### src/rtl/alu_multicycle.sv
// alu_multicycle: clocked EX-stage ALU. It handles single-cycle arithmetic,
// logic and shift ops. MUL, DIV and MOD run iteratively, one bit per cycle.
//
// Ports:
//   clk, rst            rising-edge clock, async active-high reset
//   in_valid/in_ready   op handshake; accept when both are high on an edge
//   A, B, sel           operands and 4-bit opcode (shift amount = B[SHW-1:0])
//   out_valid           one-cycle pulse when Out/flags are updated
//   Out, N, Z, V, C     registered result and flags, held between pulses
//
// Optional build macro: ALU_DIV0_BYPASS_EN. When it is defined, DIV/MOD by zero
// is resolved at accept with single-cycle latency instead of iterating.
module alu_multicycle #(
  parameter int WIDTH = 32
) (
  input  logic             clk,
  input  logic             rst,
  input  logic             in_valid,
  output logic             in_ready,
  input  logic [WIDTH-1:0] A,
  input  logic [WIDTH-1:0] B,
  input  logic [3:0]       sel,
  output logic             out_valid,
  output logic [WIDTH-1:0] Out,
  output logic             N,
  output logic             Z,
  output logic             V,
  output logic             C
);
  localparam int SHW = $clog2(WIDTH);

  localparam logic [3:0] OP_ADD = 4'b0000, OP_SUB = 4'b0001, OP_MUL = 4'b0010,
                         OP_DIV = 4'b0011, OP_MOD = 4'b0100, OP_AND = 4'b0101,
                         OP_OR  = 4'b0110, OP_XOR = 4'b0111, OP_SHL = 4'b1000,
                         OP_SHR = 4'b1001, OP_ASR = 4'b1010;

  typedef enum logic {IDLE, ITER} state_t;
  state_t state, stateNext;

  logic [SHW-1:0]   count;
  logic [WIDTH-1:0] regHi, regLo, regOp;  // MUL: acc/multiplier/multiplicand; DIV: rem/quot/divisor
  logic [3:0]       regSel;
  logic             loadSingle, startIter, loadIter, isLong;

  // Single-cycle datapath
  logic [SHW-1:0]   amt;
  logic [WIDTH:0]   addSum, subSum, shlWide, shrWide, asrWide;
  logic [WIDTH-1:0] sRes;
  logic             sC, sV;

  assign amt     = B[SHW-1:0];
  assign addSum  = {1'b0, A} + {1'b0, B};
  assign subSum  = {1'b0, A} + {1'b0, ~B} + {{WIDTH{1'b0}}, 1'b1};
  // The extra bit on each shift catches the last bit shifted out. That bit is 0 for amt==0.
  assign shlWide = {1'b0, A} << amt;
  assign shrWide = {A, 1'b0} >> amt;
  assign asrWide = $signed({A, 1'b0}) >>> amt;

  always_comb begin
    sRes = A;
    sC   = 1'b0;
    sV   = 1'b0;
    case (sel)
      OP_ADD: begin
        sRes = addSum[WIDTH-1:0];
        sC   = addSum[WIDTH];
        sV   = (A[WIDTH-1] == B[WIDTH-1]) && (addSum[WIDTH-1] != A[WIDTH-1]);
      end
      OP_SUB: begin
        sRes = subSum[WIDTH-1:0];
        sC   = subSum[WIDTH];
        sV   = (A[WIDTH-1] != B[WIDTH-1]) && (subSum[WIDTH-1] != A[WIDTH-1]);
      end
      // DIV/MOD only take this path for a zero divisor (bypass build).
      OP_DIV: begin sRes = '1; sV = 1'b1; end
      OP_MOD: begin sRes = A;  sV = 1'b1; end
      OP_AND: sRes = A & B;
      OP_OR:  sRes = A | B;
      OP_XOR: sRes = A ^ B;
      OP_SHL: {sC, sRes} = shlWide;
      OP_SHR: {sRes, sC} = shrWide;
      OP_ASR: {sRes, sC} = asrWide;
      default: ;
    endcase
  end

`ifdef ALU_DIV0_BYPASS_EN
  assign isLong = (sel == OP_MUL) || (((sel == OP_DIV) || (sel == OP_MOD)) && (B != '0));
`else
  assign isLong = (sel == OP_MUL) || (sel == OP_DIV) || (sel == OP_MOD);
`endif

  // Iterative step: shift-add multiply (LSB first) or restoring divide (MSB first)
  logic [WIDTH:0]   mulSum, divShift;
  logic [WIDTH+1:0] divDiff;
  logic [WIDTH-1:0] hiNext, loNext, iRes;
  logic             iV;

  always_comb begin
    mulSum   = {1'b0, regHi} + (regLo[0] ? {1'b0, regOp} : '0);
    divShift = {regHi, regLo[WIDTH-1]};
    // The wide difference keeps a zero divisor from looking negative. The quotient then
    // fills with ones and the remainder collects A, which matches the div-by-zero result.
    divDiff  = {1'b0, divShift} - {2'b00, regOp};
    hiNext   = regHi;
    loNext   = regLo;
    iRes     = regLo;
    iV       = 1'b0;
    if (regSel == OP_MUL) begin
      hiNext = mulSum[WIDTH:1];
      loNext = {mulSum[0], regLo[WIDTH-1:1]};
      iRes   = loNext;
      iV     = |hiNext;
    end else begin
      hiNext = divDiff[WIDTH+1] ? divShift[WIDTH-1:0] : divDiff[WIDTH-1:0];
      loNext = {regLo[WIDTH-2:0], ~divDiff[WIDTH+1]};
      iRes   = (regSel == OP_MOD) ? hiNext : loNext;
      iV     = (regOp == '0);
    end
  end

  // FSM
  always_ff @(posedge clk or posedge rst) begin
    if (rst) state <= IDLE;
    else     state <= stateNext;
  end

  always_comb begin
    stateNext  = state;
    in_ready   = 1'b0;
    loadSingle = 1'b0;
    startIter  = 1'b0;
    loadIter   = 1'b0;
    case (state)
      IDLE: begin
        in_ready = 1'b1;
        if (in_valid) begin
          if (isLong) begin
            startIter = 1'b1;
            stateNext = ITER;
          end else begin
            loadSingle = 1'b1;
          end
        end
      end
      ITER: begin
        if (count == '0) begin
          loadIter  = 1'b1;
          stateNext = IDLE;
        end
      end
      default: stateNext = IDLE;
    endcase
  end

  // Datapath and output registers
  always_ff @(posedge clk or posedge rst) begin
    if (rst) begin
      count     <= '0;
      regHi     <= '0;
      regLo     <= '0;
      regOp     <= '0;
      regSel    <= '0;
      out_valid <= 1'b0;
      Out       <= '0;
      N         <= 1'b0;
      Z         <= 1'b0;
      V         <= 1'b0;
      C         <= 1'b0;
    end else begin
      out_valid <= loadSingle | loadIter;
      if (startIter) begin
        regHi  <= '0;
        regLo  <= (sel == OP_MUL) ? B : A;
        regOp  <= (sel == OP_MUL) ? A : B;
        regSel <= sel;
        count  <= SHW'(WIDTH - 1);
      end else if (state == ITER) begin
        regHi <= hiNext;
        regLo <= loNext;
        if (!loadIter) count <= count - 1'b1;
      end
      if (loadSingle) begin
        Out <= sRes;
        N   <= sRes[WIDTH-1];
        Z   <= (sRes == '0);
        C   <= sC;
        V   <= sV;
      end else if (loadIter) begin
        Out <= iRes;
        N   <= iRes[WIDTH-1];
        Z   <= (iRes == '0);
        C   <= 1'b0;
        V   <= iV;
      end
    end
  end

endmodule

### config.mk
export PLATFORM = sky130hd
export DESIGN_NAME = alu_multicycle
export DESIGN_NICKNAME = d
export VERILOG_FILES = /design/src/rtl/alu_multicycle.sv
export SDC_FILE = /design/constraint.sdc
export NUM_CORES = 1
export LEC_CHECK = 0
export ABC_AREA = 1
export BUFFER_PORTS_ARGS = -buffer_cell sky130_fd_sc_hd__buf_2
export CAP_MARGIN = 0
export CORE_MARGIN = 3
export CORE_UTILIZATION = 50
export CTS_CLUSTER_DIAMETER = 50
export CTS_CLUSTER_SIZE = 20
export DETAILED_ROUTE_END_ITERATION = 6
export MAX_ROUTING_LAYER = met4
export PLACE_DENSITY = 0.66
export SETUP_SLACK_MARGIN = 0.4
export SLEW_MARGIN = 20
export SYNTH_ARGS = -nofsm -noshare
export SYNTH_HDL_FRONTEND = slang
export SYNTH_SLANG_ARGS = --single-unit
### constraint.sdc
create_clock -name clk -period 4.4 [get_ports clk]
set_input_delay 0.22 -clock clk [delete_from_list [all_inputs] [get_ports clk]]
set_output_delay 0.22 -clock clk [all_outputs]
set_load 0.05 [all_outputs]
---- After elaboration in Yosys (flattened, before gate mapping) ----
Index checks and enable logic that the tools add are counted.
operators by class
  add/subtract/negate cells ............... 6
  equal/unequal tests ..................... 17
  shift operators ......................... 3
  multiplexer cells ....................... 40
  bitwise logic cells ..................... 7
  reductions and logical operators ........ 14
operator list
  kind                     number
  $mux W32                 14
  $pmux W32 S9             1
  $add A32 B32 Y33         3
  $logic_not A32 Y1        3
  $sub A33 B32 Y34         1
  $add A33 B1 Y33 const B  1
  $shl A32 B5 Y33          1
  $shr A33 B5 Y33          1
  $sshr A33 B5 Y33         1
  $and A32 B32 Y32         1
  $not A32 Y32             1
  $or A32 B32 Y32          1
  $reduce_or A32 Y1        1
  $xor A32 B32 Y32         1
  $eq A4 B3 Y1 const B     5
  $mux W1                  19
  $mux W5                  3
  $eq A4 B2 Y1 const B     3
  $eq A4 B4 Y1 const B     3
  $logic_not A5 Y1         1
  $pmux W1 S5              1
  $sub A5 B1 Y5 const B    1
  $eq A4 B1 Y1 const B     1
  $logic_not A4 Y1         1
  other kinds (12)         18
word-level totals
  bits in registers ....................... 143
  logic and storage cells ................. 99

---- Logic depth before layout (Yosys ltp) ----
  depth in word-level cells ............... 8
  mapped depth ............................ 27
  mapped depth without buffers ............ 25

---- Worst setup path after synthesis ----
No wires, ideal clock.
  path kind ............................... in2reg
  start ................................... in B[2]
  end ..................................... reg Z
  setup time .............................. 0.066 ns
  arrival ................................. 2.842 ns
  data required time ...................... 4.334 ns
  slack ................................... 1.492 ns
  stages .................................. 23
  buffers on the path ..................... 2
  path through ............................ clkinv_1 -> clkbuf_1 -> clkbuf_1 -> ha_1 -> inv_1 -> nand2_1 -> o21ai_0 -> nand2_1 -> nand3_1 -> nand2_1 -> nand2_1 -> nand2_1 -> nand3_1 -> nand3_1 -> nor2_1 -> nand2_1 -> nor2_1 -> nand2_1 -> nor2_1 -> nand3_1 -> nand2_1 -> nand2_1 -> nand2_1
between the ends
  cells in the longest elaborated chain, start to end .. 6
RTL lines
  element                RTL line  text
  from (decl)            21        input logic [WIDTH-1:0] B,
  $not A32 Y32           53        assign subSum = {1'b0, A} + {1'b0, ~B} + {{WIDTH{1'b0}}, 1'b1};
  $add A32 B32 Y33       53
  $add A33 B1 Y33        53
  $pmux W32 S9 (*)       63        case (sel)
  $logic_not A32 Y1 (*)  186       Z <= (sRes == '0);
  $mux W1 (*)            183       if (loadSingle) begin
  to (signal assigned)   186
  to (signal assigned)   192       Z <= (iRes == '0);
  to (decl)              26        output logic Z,
Mark *: on every way between the ends. The rest lies on a longest branch, timed or not.
A chain may end at the register's enable or synchronous reset.

---- Final worst setup path ----
  start ................................... reg regOp[8]
  end ..................................... reg Z
between the ends
  cells in the longest elaborated chain, start to end .. 7
RTL lines
  element                                 RTL line  text
  from (decl)                             41        logic [WIDTH-1:0] regHi, regLo, regOp;
  from (signal assigned)                  175       regOp <= (sel == OP_MUL) ? A : B;
  $sub A33 B32 Y34 (*)                    104       divDiff = {1'b0, divShift} - {2'b00, regOp};
  $mux W32 or $not A1 Y1 (tied branches)  115, 116
  $mux W32 (*)                            117       iRes = (regSel == OP_MOD) ? hiNext : loNext;
  $mux W32 (*)                            109       if (regSel == OP_MUL) begin
  $logic_not A32 Y1 (*)                   192
  $mux W1 (*)                             189       end else if (loadIter) begin
  $mux W1 (*)                             183
Mark *: on every way between the ends. The rest lies on a longest branch, timed or not. The select of a mux whose other input is x is not followed.

==> metrics.cfg <==
[clock_network]
clkSinkCount=142
cts_buffers=17
cts_tree=yes
clkTransAtPathRegs_ps=70
insertion_delay_ps=460
clock_path_buffers=2
htree_levels=4
cts.hold.buffers_added=0
clockRootBuffer=clkbuf_16

[floorplan]
dieArea_sq_um=49180
initial_utilization_pct=50.97
die_w_microns=221.8
fp-row-count=78
design.core.area_sq_um=45670
io_pins=109
die_h_microns=221.8

[synth]
yosys.area.top_type=nand2_1
yosysWarningCount=0
yosys.cell_types.count=56
synth-edff-count=0
synth_area_leaders=nand2_1 22%, dfrtp_1 15%, nand3_1 12%, ha_1 8.8%, inv_1 8.6%
netlist.area_leader.share_pct=21.99
avgSynthCellArea_sq_um=5.562
ys_seq_elements=142
synthCells=4185
seq_area_frac_synth_pct=15.26
synthFlopType=dfrtp_1
async_reset_ff_share_pct=100.0
syn-num-nets=4423
syn-cell-area_sq_um=23280

[layout]
syn2layout_area_growth_pct=7.283
nets=4434
drive_gt1_share_pct=6.795

[power]
power_density_nw_per_um2=685.8
ir_worst_vdd_mv=0.5509
p_leak_uw=0.01317
total_power_uw=17130

[worst_setup_path]
worstPathArrival_ps=4020
r2r_end=Z$_DFFE_PP0P_
crit_required_ps=4790
r2r_slack_ps=780
r2r_start=regOp[8]$_DFFE_PP0P_
crit_type=flip-flop to flip-flop
reg2reg_depth=22
crit_path_end_kind=flip-flop
path_max_fanout=33
crit_path_start_kind=flip-flop

[sta]
setup_viol=0
tightestPinTransition_ps=1073
relSlewSlack_pct=28.27
min_period_ps=3625
max_freq_ghz=0.2759
hold_viol=13
whs_ps=-5.754
fin_skew_ps=12.79
fin_crit_sh_pct=82.38
fin_setup_tns_ps=0
drv_slew=0
rsz0062_at_grt=no

[outcome]
violations=hold timing
outcome=complete, but fails checks

[placement]
routabilityCongestion=1.156
io_buffers=108
hpwlAfterDp_microns=93510

[grt]
grt_pass1_wl_microns=169100
grt_max_degree=143
gr-usage-all-layers_pct=46.66
grt_pass1_vias=27105
antenna_found_initial=1
grt_overflow=0

[detailed_routing]
drt.antenna.violating_nets=0
drc=0
num_vias=29485
wirelength_microns=115700
vias_per_cell=6.127
wl_per_cell_microns=24.05
drt_iter0_drc=3664
dr.pass1.iters=6

[flow_run]
drv_cap=0

[min_path]
hold_class=primary input to asynchronous set/reset pin

[flip-flops by register name, summed over array words and instances (netlist names)]
name,cells
regHi,32
regLo,32
regOp,32
regSel,4
Z,1
state,1
out_valid,1
Out,32
V,1
C,1
count,5
[layout make-up]
class | instances | area [sq um]
Tap cell | 600 | 750.7
Timing Repair Buffer | 172 | 1109
Clock inverter | 12 | 135.1
Multi-Input combinational cell | 3312 | 16900
Inverter | 551 | 2073
Antenna cell | 3 | 7.507
Fill cell | 5022 | 20700
Clock buffer | 20 | 446.7
Sequential cell | 142 | 3553
[cell usage in the layout, fill, tap and decap left out, drive strengths merged, types with 8 or more instances in the layout]
| cell type | n |
|---|---|
| nor2 | 374 |
| a21oi | 187 |
| buf | 172 |
| nand3 | 592 |
| nor4 | 9 |
| dfrtp | 142 |
| o21ai | 191 |
| nand3b | 8 |
| a32o | 12 |
| o22ai | 18 |
| xor2 | 22 |
| inv | 552 |
| clkbuf | 20 |
| o211ai | 137 |
| nor3 | 43 |
| nand2 | 1376 |
| and2 | 15 |
| o21bai | 21 |
| o221ai | 20 |
| ha | 163 |
| nand4 | 61 |
| o311ai | 15 |
[worst max path at each step]
| stage | start | end | slack [ps] | cells after the start |
|---|---|---|---|---|
| 2_1_floorplan | B[2] | Z$_DFFE_PP0P_ | 1490 | 23 |
| 3_3_place_gp | regLo[0]$_DFFE_PP0P_ | V$_DFFE_PP0P_ | 840 | 21 |
| 3_5_place_dp | regLo[0]$_DFFE_PP0P_ | V$_DFFE_PP0P_ | 750 | 21 |
| 4_1_cts | regLo[0]$_DFFE_PP0P_ | V$_DFFE_PP0P_ | 750 | 21 |
| 5_1_grt | regLo[0]$_DFFE_PP0P_ | V$_DFFE_PP0P_ | 550 | 19 |
| 6_report | regOp[8]$_DFFE_PP0P_ | Z$_DFFE_PP0P_ | 780 | 22 |
[worst max-delay path, stage by stage, from the launching register on]
cell	delay, ps
dfrtp_1	410
inv_1	110
ha_1	360
nand2_1	150
nor2_4	180
nand3_1	120
nand3_2	160
nand2_2	90
nand2_4	80
nand2_4	50
nand2_4	360
inv_2	280
nand2_1	150
nand3_1	140
a21oi_1	290
nand2_1	110
nor2_1	150
nand2_1	60
nor2_1	80
nand2_1	60
nand2_1	60
nand2_1	40
nand2_1	60
[report_power, final]
part / internal [uW] / switching, uW
Clock: 852 / 625
Combinational: 3960 / 9060
Sequential: 1970 / 655
Total: 6780 / 10300
[kinds of logic (layout without fill, tap and decap cells)]
group                      count (synthesis)  in the layout  synth area share (%)
and+or+nand+nor                         2489           2489                 45.66
buffers and inverters                    731            755                 12.31
xor gates and xnor gates                  29             29                 1.091
other                                      0              3                     0
AOI/OAI and AO/OA                        626            626                 16.52
DFF                                      142            142                 15.26
muxes                                      1              1               0.04300
adders and majority gates                167            167                 9.105
[Yosys cell counts, types with 15 or more instances]
master,instances
o21bai_1,20
o221ai_1,20
nor2_1,363
nor3_1,40
buf_1,20
and2_1,15
inv_1,533
ha_1,163
xor2_1,22
clkbuf_1,90
buf_2,61
nand3_2,15
nand4_1,61
o21ai_1,21
o311ai_0,15
o22ai_1,18
nand3_1,577
a21oi_1,177
o211ai_1,137
nand2_1,1364
dfrtp_1,142
o21ai_0,170
inv_2,17
[per-stage QoR]
step	utilization [%]	instance area (sq um)	std cells	setup WS (ps)	hold slack [ps]
floorplan	-	23280	4185	1492	377.5
global placement	53.39	24380	4777	844.6	462.5
detailed placement	53.39	24380	4777	753.7	466.9
CTS	54.66	24970	4809	752.6	35.57
global route	54.67	24970	4810	546.0	69.03
finish	54.68	24970	4812	775.1	-5.754
[per-layer routing]
layer	global-route usage, %	vias to the layer above	share of wire [%]
li1	-	13769	-
met4	36.82	0	10
met3	9.427	429	10
met5	-	-	0
met2	70.68	1846	43
met1	53.90	13441	36
[what timing repair did]
item,in CTS,in global routing
gates resized for setup,0,1
setup buffers,0,0
endpoints found under the setup margin,0,1
hold endpoints to repair,0,0
Power figures use the tool's default switching activity.
